**src/rtl/alu_pkg.sv**
```systemverilog
// Shared encodings for the ALU arbiter: ALU op codes, operand source select
// and the arbiter FSM states.
package alu_pkg;

   typedef enum logic [1:0] {
      ALU_ADD = 2'b00,
      ALU_SUB = 2'b01,
      ALU_MUL = 2'b10,
      ALU_NOT = 2'b11
   } alu_op_t;

   typedef enum logic {
      SRC_REG  = 1'b0,
      SRC_ADDR = 1'b1
   } alu_src_t;

   typedef enum logic [1:0] {
      IDLE = 2'b00,
      EXEC = 2'b01,
      RESP = 2'b10
   } state_t;

endpackage

```
**src/rtl/alu_arbiter_if.sv**
```systemverilog
// Per-requester request/response channel between a front-end requester
// (master) and the ALU arbiter (slave).
interface alu_arbiter_if #(parameter int TAG_W = 4);

   logic             req_valid;
   logic             req_ready;
   logic [31:0]      req_a;
   logic [31:0]      req_b;
   logic [1:0]       req_op;
   logic             req_src;
   logic [15:0]      req_offset;
   logic [TAG_W-1:0] req_tag;

   logic             rsp_valid;
   logic             rsp_ready;
   logic [31:0]      rsp_data;
   logic             rsp_zero;
   logic [TAG_W-1:0] rsp_tag;

   modport master (
      output req_valid, req_a, req_b, req_op, req_src, req_offset, req_tag, rsp_ready,
      input  req_ready, rsp_valid, rsp_data, rsp_zero, rsp_tag
   );

   modport slave (
      input  req_valid, req_a, req_b, req_op, req_src, req_offset, req_tag, rsp_ready,
      output req_ready, rsp_valid, rsp_data, rsp_zero, rsp_tag
   );

endinterface

```
**src/rtl/rr_arb2.sv**
```systemverilog
// Two-way round-robin grant: a lone valid requester wins outright, a tie
// goes to the requester that was not served last.
module rr_arb2 (
   input  logic [1:0] valid,
   input  logic       last,
   output logic       grant,
   output logic       any
);

   assign any   = |valid;
   assign grant = (&valid) ? ~last : valid[1];

endmodule

```
**src/rtl/alu_arbiter.sv**
```systemverilog
// Shares one external ALU between the execute stage (requester 0) and the
// load/store address generator (requester 1), one operation at a time.
module alu_arbiter
   import alu_pkg::*;
#(
   parameter int TAG_W = 4,
   parameter int CNT_W = 16
) (
   input  logic             clk,
   input  logic             rst_n,
   alu_arbiter_if.slave     rq0,
   alu_arbiter_if.slave     rq1,
   output logic [31:0]      alu_in_1,
   output logic [31:0]      alu_in_2,
   output logic [1:0]       alu_op,
   output logic [15:0]      alu_offset,
   output logic             alu_source,
   input  logic [31:0]      alu_result,
   input  logic [31:0]      alu_result2,
   output logic             busy,
   output logic [CNT_W-1:0] op_count
);

   state_t           state;
   state_t           next_state;
   logic             accept;
   logic             capture;
   logic             complete;
   logic             grant;
   logic             grant_any;
   logic             owner;
   logic             last_served;
   logic [31:0]      iss_a;
   logic [31:0]      iss_b;
   alu_op_t          iss_op;
   alu_src_t         iss_src;
   logic [15:0]      iss_offset;
   logic [TAG_W-1:0] iss_tag;
   logic [31:0]      rsp_data;
   logic             rsp_zero;
   logic [TAG_W-1:0] rsp_tag;

   rr_arb2 u_arb (
      .valid ({rq1.req_valid, rq0.req_valid}),
      .last  (last_served),
      .grant (grant),
      .any   (grant_any)
   );

   assign rq0.req_ready = (state == IDLE) && grant_any && !grant;
   assign rq1.req_ready = (state == IDLE) && grant_any &&  grant;

   always_ff @(posedge clk or negedge rst_n) begin
      if (!rst_n) state <= IDLE;
      else        state <= next_state;
   end

   always_comb begin
      next_state = state;
      accept     = 1'b0;
      capture    = 1'b0;
      complete   = 1'b0;
      case (state)
         IDLE: begin
            if (grant_any) begin
               accept     = 1'b1;
               next_state = EXEC;
            end
         end
         EXEC: begin
            capture    = 1'b1;
            next_state = RESP;
         end
         RESP: begin
            if (owner ? rq1.rsp_ready : rq0.rsp_ready) begin
               complete   = 1'b1;
               next_state = IDLE;
            end
         end
         default: next_state = IDLE;
      endcase
   end

   // The zero flag is derived here from the register path; the ALU's own flag is ignored.
   always_ff @(posedge clk or negedge rst_n) begin
      if (!rst_n) begin
         owner       <= 1'b0;
         last_served <= 1'b0;
         iss_a       <= '0;
         iss_b       <= '0;
         iss_op      <= ALU_ADD;
         iss_src     <= SRC_REG;
         iss_offset  <= '0;
         iss_tag     <= '0;
         rsp_data    <= '0;
         rsp_zero    <= 1'b0;
         rsp_tag     <= '0;
         op_count    <= '0;
      end else begin
         if (accept) begin
            owner       <= grant;
            last_served <= grant;
            iss_a       <= grant ? rq1.req_a      : rq0.req_a;
            iss_b       <= grant ? rq1.req_b      : rq0.req_b;
            iss_op      <= alu_op_t'(grant ? rq1.req_op : rq0.req_op);
            iss_src     <= alu_src_t'(grant ? rq1.req_src : rq0.req_src);
            iss_offset  <= grant ? rq1.req_offset : rq0.req_offset;
            iss_tag     <= grant ? rq1.req_tag    : rq0.req_tag;
         end
         if (capture) begin
            rsp_data <= (iss_src == SRC_ADDR) ? alu_result2 : alu_result;
            rsp_zero <= (iss_src == SRC_REG) && (alu_result == 32'd0);
            rsp_tag  <= iss_tag;
         end
         if (complete) op_count <= op_count + CNT_W'(1);
      end
   end

   assign alu_in_1   = iss_a;
   assign alu_in_2   = iss_b;
   assign alu_op     = iss_op;
   assign alu_offset = iss_offset;
   assign alu_source = iss_src;

   assign rq0.rsp_valid = (state == RESP) && !owner;
   assign rq1.rsp_valid = (state == RESP) &&  owner;
   assign rq0.rsp_data  = rsp_data;
   assign rq1.rsp_data  = rsp_data;
   assign rq0.rsp_zero  = rsp_zero;
   assign rq1.rsp_zero  = rsp_zero;
   assign rq0.rsp_tag   = rsp_tag;
   assign rq1.rsp_tag   = rsp_tag;

   assign busy = (state != IDLE);

endmodule

```
**src/flat_wrapper.sv**
```systemverilog
// flat-port wrapper written by rule: the top's interface ports become plain ports
module alu_arbiter_flat import alu_pkg::*;
#(
   parameter int TAG_W = 4,
   parameter int CNT_W = 16
)
  (clk, rst_n, alu_in_1, alu_in_2, alu_op, alu_offset, alu_source, alu_result, alu_result2, busy, op_count, rq0_req_valid, rq0_req_a, rq0_req_b, rq0_req_op, rq0_req_src, rq0_req_offset, rq0_req_tag, rq0_rsp_ready, rq0_req_ready, rq0_rsp_valid, rq0_rsp_data, rq0_rsp_zero, rq0_rsp_tag, rq1_req_valid, rq1_req_a, rq1_req_b, rq1_req_op, rq1_req_src, rq1_req_offset, rq1_req_tag, rq1_rsp_ready, rq1_req_ready, rq1_rsp_valid, rq1_rsp_data, rq1_rsp_zero, rq1_rsp_tag);
  alu_arbiter_if #(.TAG_W(TAG_W)) rq0_i ();
  alu_arbiter_if #(.TAG_W(TAG_W)) rq1_i ();
  input  logic clk;
  input  logic rst_n;
  output logic [31:0] alu_in_1;
  output logic [31:0] alu_in_2;
  output logic [1:0] alu_op;
  output logic [15:0] alu_offset;
  output logic alu_source;
  input  logic [31:0] alu_result;
  input  logic [31:0] alu_result2;
  output logic busy;
  output logic [CNT_W-1:0] op_count;
  input wire logic [$bits(rq0_i.req_valid)-1:0] rq0_req_valid;
  input wire logic [$bits(rq0_i.req_a)-1:0] rq0_req_a;
  input wire logic [$bits(rq0_i.req_b)-1:0] rq0_req_b;
  input wire logic [$bits(rq0_i.req_op)-1:0] rq0_req_op;
  input wire logic [$bits(rq0_i.req_src)-1:0] rq0_req_src;
  input wire logic [$bits(rq0_i.req_offset)-1:0] rq0_req_offset;
  input wire logic [$bits(rq0_i.req_tag)-1:0] rq0_req_tag;
  input wire logic [$bits(rq0_i.rsp_ready)-1:0] rq0_rsp_ready;
  output wire logic [$bits(rq0_i.req_ready)-1:0] rq0_req_ready;
  output wire logic [$bits(rq0_i.rsp_valid)-1:0] rq0_rsp_valid;
  output wire logic [$bits(rq0_i.rsp_data)-1:0] rq0_rsp_data;
  output wire logic [$bits(rq0_i.rsp_zero)-1:0] rq0_rsp_zero;
  output wire logic [$bits(rq0_i.rsp_tag)-1:0] rq0_rsp_tag;
  input wire logic [$bits(rq1_i.req_valid)-1:0] rq1_req_valid;
  input wire logic [$bits(rq1_i.req_a)-1:0] rq1_req_a;
  input wire logic [$bits(rq1_i.req_b)-1:0] rq1_req_b;
  input wire logic [$bits(rq1_i.req_op)-1:0] rq1_req_op;
  input wire logic [$bits(rq1_i.req_src)-1:0] rq1_req_src;
  input wire logic [$bits(rq1_i.req_offset)-1:0] rq1_req_offset;
  input wire logic [$bits(rq1_i.req_tag)-1:0] rq1_req_tag;
  input wire logic [$bits(rq1_i.rsp_ready)-1:0] rq1_rsp_ready;
  output wire logic [$bits(rq1_i.req_ready)-1:0] rq1_req_ready;
  output wire logic [$bits(rq1_i.rsp_valid)-1:0] rq1_rsp_valid;
  output wire logic [$bits(rq1_i.rsp_data)-1:0] rq1_rsp_data;
  output wire logic [$bits(rq1_i.rsp_zero)-1:0] rq1_rsp_zero;
  output wire logic [$bits(rq1_i.rsp_tag)-1:0] rq1_rsp_tag;
  assign rq0_i.req_valid = rq0_req_valid;
  assign rq0_i.req_a = rq0_req_a;
  assign rq0_i.req_b = rq0_req_b;
  assign rq0_i.req_op = rq0_req_op;
  assign rq0_i.req_src = rq0_req_src;
  assign rq0_i.req_offset = rq0_req_offset;
  assign rq0_i.req_tag = rq0_req_tag;
  assign rq0_i.rsp_ready = rq0_rsp_ready;
  assign rq0_req_ready = rq0_i.req_ready;
  assign rq0_rsp_valid = rq0_i.rsp_valid;
  assign rq0_rsp_data = rq0_i.rsp_data;
  assign rq0_rsp_zero = rq0_i.rsp_zero;
  assign rq0_rsp_tag = rq0_i.rsp_tag;
  assign rq1_i.req_valid = rq1_req_valid;
  assign rq1_i.req_a = rq1_req_a;
  assign rq1_i.req_b = rq1_req_b;
  assign rq1_i.req_op = rq1_req_op;
  assign rq1_i.req_src = rq1_req_src;
  assign rq1_i.req_offset = rq1_req_offset;
  assign rq1_i.req_tag = rq1_req_tag;
  assign rq1_i.rsp_ready = rq1_rsp_ready;
  assign rq1_req_ready = rq1_i.req_ready;
  assign rq1_rsp_valid = rq1_i.rsp_valid;
  assign rq1_rsp_data = rq1_i.rsp_data;
  assign rq1_rsp_zero = rq1_i.rsp_zero;
  assign rq1_rsp_tag = rq1_i.rsp_tag;
  alu_arbiter #(.TAG_W(TAG_W), .CNT_W(CNT_W)) u_core (.clk(clk), .rst_n(rst_n), .rq0(rq0_i), .rq1(rq1_i), .alu_in_1(alu_in_1), .alu_in_2(alu_in_2), .alu_op(alu_op), .alu_offset(alu_offset), .alu_source(alu_source), .alu_result(alu_result), .alu_result2(alu_result2), .busy(busy), .op_count(op_count));
endmodule
```
**config.mk**
```make
export PLATFORM = sky130hd
export DESIGN_NAME = alu_arbiter_flat
export DESIGN_NICKNAME = d
export VERILOG_FILES = /design/src/rtl/alu_pkg.sv /design/src/rtl/alu_arbiter_if.sv /design/src/rtl/rr_arb2.sv /design/src/rtl/alu_arbiter.sv /design/src/flat_wrapper.sv
export SDC_FILE = /design/constraint.sdc
export NUM_CORES = 1
export LEC_CHECK = 0
export ABC_AREA = 1
export BUFFER_PORTS_ARGS = -buffer_cell sky130_fd_sc_hd__buf_2
export CAP_MARGIN = 25
export CORE_AREA = 4 4 162 164
export CTS_CLUSTER_SIZE = 28
export DETAILED_ROUTE_END_ITERATION = 8
export DIE_AREA = 0 0 166 168
export PLACE_DENSITY = 0.51
export SLEW_MARGIN = 0
export SYNTH_ARGS = -nofsm -noshare
export SYNTH_HDL_FRONTEND = slang
export SYNTH_SLANG_ARGS = --single-unit
export TNS_END_PERCENT = 10
```
**constraint.sdc**
```tcl
create_clock -name clk -period 4 [get_ports clk]
set_clock_uncertainty 0.1 [all_clocks]
set_input_delay 0.2 -clock clk [delete_from_list [all_inputs] [get_ports clk]]
set_output_delay 0.2 -clock clk [all_outputs]
set_load 0.01 [all_outputs]
```
==> results of run 1 <==
==> routing by layer <==
metal  part of all wire  GRT usage  wire length [µm]
met5                  0          0                 0
met4              0.021    0.05488               569
met3              0.067    0.05189              1860
met2               0.51     0.3528             14150
met1               0.40     0.2282             11170
==> stage by stage <==
stage / util / instance area [µm²] / setup slack (ns) / cells
finish: 0.4785 / 11910 / 1.460 / 1795
global route: 0.4785 / 11910 / 1.286 / 1795
CTS: 0.4784 / 11910 / 1.428 / 1794
detailed placement: 0.3589 / 8932 / 1.883 / 1529
global placement: 0.3566 / 8877 / 1.896 / 1527
floorplan: - / 6734 / 2.535 / 848
==> worst reg2reg max path, cell delays in order (launching register included) <==
cell           delay (ns)
dfrtp_1              0.38
nor2_2               0.20
o21ai_4              0.10
nor2_4               0.55
buf_12               0.35
nand2_1              0.16
nand3_1              0.09
dlygate4sd3_1        0.55
==> worst min-delay path by stage <==
| stage | start | to | slack [ns] |
|---|---|---|---|
| 5_1_grt | alu_result[17] | u_core.rq0.rsp_data[17] | 0.02 |
| 3_5_place_dp | rst_n | u_core.op_count[10] | 0.25 |
| 6_report | alu_result[24] | u_core.rq0.rsp_data[24] | 0.02 |
| 4_1_cts | alu_result[24] | u_core.rq0.rsp_data[24] | 0.001 |
| 3_3_place_gp | rst_n | u_core.op_count[6] | 0.26 |
| 2_1_floorplan | rst_n | u_core.alu_in_1[0] | -0.20 |
==> cell usage in the layout (no fill, tap or decap), types with 4 or more instances in the layout <==
cell,netlist,final
a21oi_1,62,62
buf_2,18,420
bufinv_16,0,4
clkbuf_16,0,17
dfrtp_1,143,143
dlygate4sd3_1,0,235
inv_1,18,18
nand2_1,353,353
nand3_1,93,93
nand4_1,5,5
nor2_1,61,61
nor2_4,4,4
nor3_1,6,6
xor2_1,5,5
==> layout make-up <==
| cell class | instances | area [µm²] |
|---|---|---|
| fill | 2432 | 12980 |
| timing repair buffer | 664 | 4603 |
| sequential | 143 | 3578 |
| multi-input combinational | 606 | 2611 |
| clock buffer | 18 | 439.2 |
| tap | 330 | 412.9 |
| clock inverter | 12 | 183.9 |
| inverter | 21 | 78.83 |
| antenna | 1 | 2.502 |
==> registers in the layout (all words and copies together) (netlist names) <==
signal               flops
u_core.alu_op            2
u_core.alu_source        1
u_core.iss_tag           4
u_core.rq0.rsp_tag       4
u_core.op_count         16
u_core.alu_in_2         32
u_core.rq0.rsp_data     32
u_core.rq0.rsp_zero      1
u_core.state             2
u_core.owner             1
u_core.alu_offset       16
u_core.alu_in_1         32
==> power breakdown <==
part           leakage (nW)  switching [W]  internal [W]
clock                 0.299       0.000656       0.00106
sequential             1.73       0.000447       0.00212
combinational          4.07        0.00223       0.00231
==> cell families (layout without fill, tap and decap cells) <==
| kind of cell | after synthesis | after routing | share of synthesized area |
|---|---|---|---|
| XOR/XNOR | 7 | 7 | 0.009105 |
| buffers and inverters | 99 | 715 | 0.08194 |
| adder cells (fa/ha/maj) | 1 | 1 | 0.001858 |
| AO/OA/AOI/OAI | 69 | 69 | 0.05295 |
| other | 0 | 1 | 0 |
| AND/OR/NAND/NOR | 529 | 529 | 0.3227 |
| flip-flops | 143 | 143 | 0.5314 |
==> repair_timing <==
item	4_1_cts	5_1_grt
setup endpoints to repair	0	0
hold buffers	235	0
hold endpoints to repair	208	0
==> impl_metrics.json, run 1 <==
{
  "status": "complete, no violations",
  "rsz0062_at_grt": "no",
  "ys_types": 26,
  "gr-total-overflow": 0,
  "crit_path_max_fanout": 65,
  "holdCritPathClass": "input pin to register",
  "die_area_um2": 27890,
  "synth_area_um2": 6734,
  "p_total_w": 0.008827,
  "die_w_um": 166,
  "first_pass_iters": 6,
  "path_depth": 7,
  "clock_path_buffers": 2,
  "cp-endpoint": "u_core.alu_offset[4]",
  "wl_um": 27750,
  "row_count": 58,
  "whs_ns": 0.02105,
  "synthTopCellsByArea": "dfrtp_1 (53%), nand2_1 (20%), nand3_1 (6.9%)",
  "io-pin-count": 422,
  "start_util": 0.2705,
  "cp-start-kind": "register",
  "finalCritPeriodShare": 0.6350,
  "yosysSeqAreaShare": 0.5314,
  "netlist_instances": 848,
  "globalplace.congestion": 0.9153,
  "yosys_warnings": 0,
  "crit_slowest_cell": "nor2_4",
  "synth-seq-cells": 143,
  "crit_buf_inv": 2,
  "holdPathStages": 3,
  "max_slew.worst_pin.slew_ns": 1.005,
  "r2r_slack_ns": 1.46,
  "clkSlewWorstSetupHoldPaths_ns": 0.06,
  "setup_tns_ns": 0,
  "antenna_found_initial": 2,
  "reg2reg_depth": 7,
  "yosysMostFrequentCell": "nand2_1",
  "synthTopCellsByCount": "nand2_1 (353), dfrtp_1 (143), nand3_1 (93)",
  "track_usage": 0.1950,
  "cts-buffers-inserted": 17,
  "grt_pass1_vias": 8203,
  "cts_tree": "built",
  "drc": 0,
  "cp-end-kind": "register",
  "p_leak_nw": 6.104,
  "cts_sinks": 143,
  "path_delay_family": "simple AND/OR/NAND/NOR gates",
  "vias": 8032,
  "drt-initial-drc-count": 452,
  "period_needed_ns": 2.540,
  "dp.final_hpwl_um": 19020,
  "worst_r2r_startpoint": "u_core.state[1]",
  "synth_edf_count": 0,
  "grt_max_degree": 90,
  "syn_to_final_growth_pct": 76.87,
  "final_antenna_net_count": 0,
  "fmax_mhz": 393.7,
  "post_drt_wl_per_cell_um": 15.46,
  "die_h_um": 168,
  "synthesis.nets": 1093,
  "worstPathCellList": "nor2_2 -> o21ai_4 -> nor2_4 -> buf_12 -> nand2_1 -> nand3_1 -> dlygate4sd3_1",
  "cp.required_ns": 4.24,
  "p_per_area_nw_per_um2": 741.1,
  "crit_path_start": "u_core.state[1]",
  "post_drt_via_cell_ratio": 4.475,
  "finalNetCount": 1698,
  "drv_cap": 0,
  "grt_pass1_wl_um": 44060,
  "drv_slew": 0,
  "slew_headroom": 0.3298,
  "hold_viol": 0,
  "synth_top_area_cell": "dfrtp_1",
  "coreArea_um2": 24890,
  "worst_r2r_endpoint": "u_core.alu_offset[4]",
  "clk-insertion-delay-late_ns": 0.41,
  "synth_async_sr_flop_share": 1.000,
  "ys.flop_type": "dfrtp_1",
  "drive_gt1_frac": 0.3210,
  "synth_top_area_frac": 0.5314,
  "arrival_ns": 2.78,
  "vdd_drop_max_mv": 0.3441,
  "cpPeakStageDelay_ns": 0.55,
  "portBuffers": 421,
  "finalSetupViolCount": 0,
  "post_cts_buffers": 0,
  "ctsResizeCount": 0,
  "worst-setup-path-type": "register to register",
  "clockRootBuffer": "clkbuf_16",
  "h-tree-depth": 4,
  "synth_area_per_cell_um2": 7.941
}
Note: power is estimated with default switching activity, not from simulation.
==> inputs of run 2 (changes only) <==
--- a/config.mk
+++ b/config.mk
@@ -5,14 +5,14 @@
 export SDC_FILE = /design/constraint.sdc
 export NUM_CORES = 1
 export LEC_CHECK = 0
-export ABC_AREA = 1
+export ABC_AREA = 0
 export BUFFER_PORTS_ARGS = -buffer_cell sky130_fd_sc_hd__buf_2
 export CAP_MARGIN = 25
-export CORE_AREA = 4 4 162 164
+export CORE_AREA = 4 4 161 163
 export CTS_CLUSTER_SIZE = 28
 export DETAILED_ROUTE_END_ITERATION = 8
-export DIE_AREA = 0 0 166 168
-export PLACE_DENSITY = 0.51
+export DIE_AREA = 0 0 165 167
+export PLACE_DENSITY = 0.5
 export SLEW_MARGIN = 0
 export SYNTH_ARGS = -nofsm -noshare
 export SYNTH_HDL_FRONTEND = slang
==> constraint.sdc (replaced) <==
create_clock -name clk -period 2.6 [get_ports clk]
set_clock_uncertainty 0.1 [all_clocks]
set_input_delay 0.13 -clock clk [delete_from_list [all_inputs] [get_ports clk]]
set_output_delay 0.13 -clock clk [all_outputs]
set_load 0.01 [all_outputs]
==> run 2 against run 1 <==
Hold slack got worse by 0.011 ns; register-to-register slack worse by 1.3 ns; critical path type unchanged; largest cell class unchanged; synthesized area fell by 5.4%; first-iteration DRC count increased by 46%; largest power group unchanged; highest routed layer is now met5.
==> impl_metrics.json, run 2 <==
{
  "status": "complete, no violations",
  "finalSetupViolCount": 0,
  "regArea_um2": 3580,
  "p_leak_nw": 6.198,
  "post_drt_via_cell_ratio": 4.673,
  "grt_max_degree": 85,
  "coreArea_um2": 24320,
  "post_cts_buffers": 0,
  "cp-end-kind": "register",
  "finalCritPeriodShare": 0.9546,
  "synth_area_per_cell_um2": 11.21,
  "synth_top_area_cell": "dfrtp_1",
  "cts_sinks": 143,
  "start_util": 0.2618,
  "cts-buffers-inserted": 17,
  "wl_um": 28480,
  "multi_input_comb_area_um2": 1993,
  "antenna_found_initial": 6,
  "mostFrequentLayoutCells": "buf_2 (420), dlygate4sd3_1 (249), dfrtp_1 (142)",
  "cp-start-kind": "register",
  "fmax_mhz": 402.9,
  "cts_tree": "built",
  "ctsResizeCount": 0,
  "wl_met3_um": 2805,
  "layout_commonest_cell": "buf_2",
  "dp.final_hpwl_um": 19640,
  "syn_to_final_growth_pct": 83.95,
  "p_per_area_nw_per_um2": 1113,
  "first_pass_iters": 9,
  "cp.required_ns": 2.80,
  "yosys_warnings": 0,
  "globalplace.congestion": 0.7779,
  "clockRootBuffer": "clkbuf_16",
  "drv_slew": 0,
  "drv_cap": 0,
  "worst-setup-path-type": "register to register",
  "clk-insertion-delay-late_ns": 0.41,
  "grt_pass1_vias": 7638,
  "die_w_um": 165,
  "netlist_instances": 568,
  "portBuffers": 421,
  "crit_path_start": "u_core.state[1]",
  "die_h_um": 167,
  "ys.flop_type": "dfrtp_1",
  "synthTopCellsByArea": "dfrtp_1 (56%), a222oi_1 (14%), inv_1 (5.4%)",
  "final_antenna_net_count": 0,
  "synthTopCellsByCount": "dfrtp_1 (143), inv_1 (92), a222oi_1 (87)",
  "p_total_w": 0.01304,
  "io-pin-count": 422,
  "clock_path_buffers": 2,
  "vdd_drop_max_mv": 0.4621,
  "max_slew.worst_pin.slew_ns": 0.7528,
  "synthAdderAreaFrac": 0.001965,
  "fin_util": 0.4816,
  "synth_async_sr_flop_share": 1.000,
  "clkSlewWorstSetupHoldPaths_ns": 0.06,
  "yosys.area_share.simple": 0.05679,
  "hold_viol": 0,
  "grt_pass1_wl_um": 42560,
  "synth_area_um2": 6367,
  "period_needed_ns": 2.482,
  "worst_r2r_startpoint": "u_core.state[1]",
  "rsz0062_at_grt": "no",
  "synth_top_area_frac": 0.5620,
  "post_drt_wl_per_cell_um": 18.60,
  "vias": 7155,
  "yosysMostFrequentCell": "dfrtp_1",
  "synth.area.mux_share": 0.06092,
  "drc": 0,
  "track_usage": 0.1981,
  "holdCritPathClass": "input pin to register",
  "setup_tns_ns": 0,
  "gr-total-overflow": 0,
  "fillers": 2237,
  "synth-xor-area-share": 0.02063,
  "synth_compound_area_frac": 0.1704,
  "met1_length_um": 10640,
  "h-tree-depth": 4,
  "synth_top_family_by_area": "compound AO/OA/AOI/OAI gates",
  "finalNetCount": 1438,
  "hold_buffers": 248,
  "met2_length_um": 14470,
  "row_count": 57,
  "synth_edf_count": 0,
  "drive_gt1_frac": 0.3959,
  "hold_start": "alu_result2[2]",
  "drt-initial-drc-count": 659,
  "crit_path_max_fanout": 65,
  "synth-seq-cells": 143,
  "die_area_um2": 27560,
  "synthesis.nets": 813,
  "topRoutingLayerUsed": "met5",
  "yosysSeqAreaShare": 0.5620,
  "ys_types": 29,
  "slew_headroom": 0.4962,
  "arrival_ns": 2.68
}
[run 2: through the flow]
| stage | area (µm²) | instances | setup slack, ns | hold slack [ns] |
|---|---|---|---|---|
| 2_1_floorplan | 6367 | 568 | 0.9924 | -0.2656 |
| 3_3_place_gp | 8601 | 1249 | 0.7690 | 0.05826 |
| 3_5_place_dp | 8601 | 1249 | 0.7263 | 0.05973 |
| 4_1_cts | 11700 | 1528 | 0.1876 | 0.004924 |
| 5_1_grt | 11710 | 1531 | 0.04286 | 0.02112 |
| 6_report | 11710 | 1531 | 0.1180 | 0.01004 |
[run 2: logic make-up after synthesis]
| kind of cell | count (synthesis) |
|---|---|
| AOI/OAI and AO/OA | 124 |
| xor gates and xnor gates | 15 |
| adders and majority gates | 1 |
| buffers and inverters | 170 |
| DFF | 143 |
| muxes | 38 |
| and+or+nand+nor | 77 |
[run 2: layout make-up]
class                      instances  share of cell area
clock buffer                      18             0.03750
timing repair buffer             683              0.4069
multi-input combinational        255              0.1702
clock inverter                    13             0.01496
sequential                       143              0.3056
antenna                            2           0.0004273
inverter                          93             0.02980
tap                              324             0.03461
[run 2: where the power goes]
part	total, W	leakage (nW)	switching [W]	internal [W]
Clock	0.00258	0.300	0.00103	0.00156
Combinational	0.00643	4.13	0.00309	0.00334
Sequential	0.00402	1.77	0.000781	0.00324
Total	0.0130	6.20	0.00490	0.00814
[run 2: critical path, stage by stage (launching register included)]
cell and delay, ns:
dfrtp_1 0.44, nor2_1 0.28, o21ai_4 0.28, buf_12 0.26
a222oi_1 0.28, dlygate4sd3_1 0.61, inv_1 0.04
[run 2: worst paths after layout]
| path | endpoint | slack (ns) | cells past startpoint |
|---|---|---|---|
| max | u_core.alu_in_2[31] | 0.12 | 6 |
| max reg2reg | u_core.alu_in_2[31] | 0.12 | 6 |
| min in group asynchronous | u_core.alu_in_2[5] | 0.19 | 2 |
| min reg2reg | u_core.op_count[15] | 0.37 | 1 |
| max in group asynchronous | u_core.rq0.rsp_tag[2] | 1.54 | 3 |
| min | u_core.rq0.rsp_data[2] | 0.01 | 3 |
[run 2: metal layers]
layer	track usage	vias to the layer above
met5	0	-
met2	0.3599	371
met1	0.2194	3438
met3	0.06797	44
met4	0.04882	8
li1	-	3294
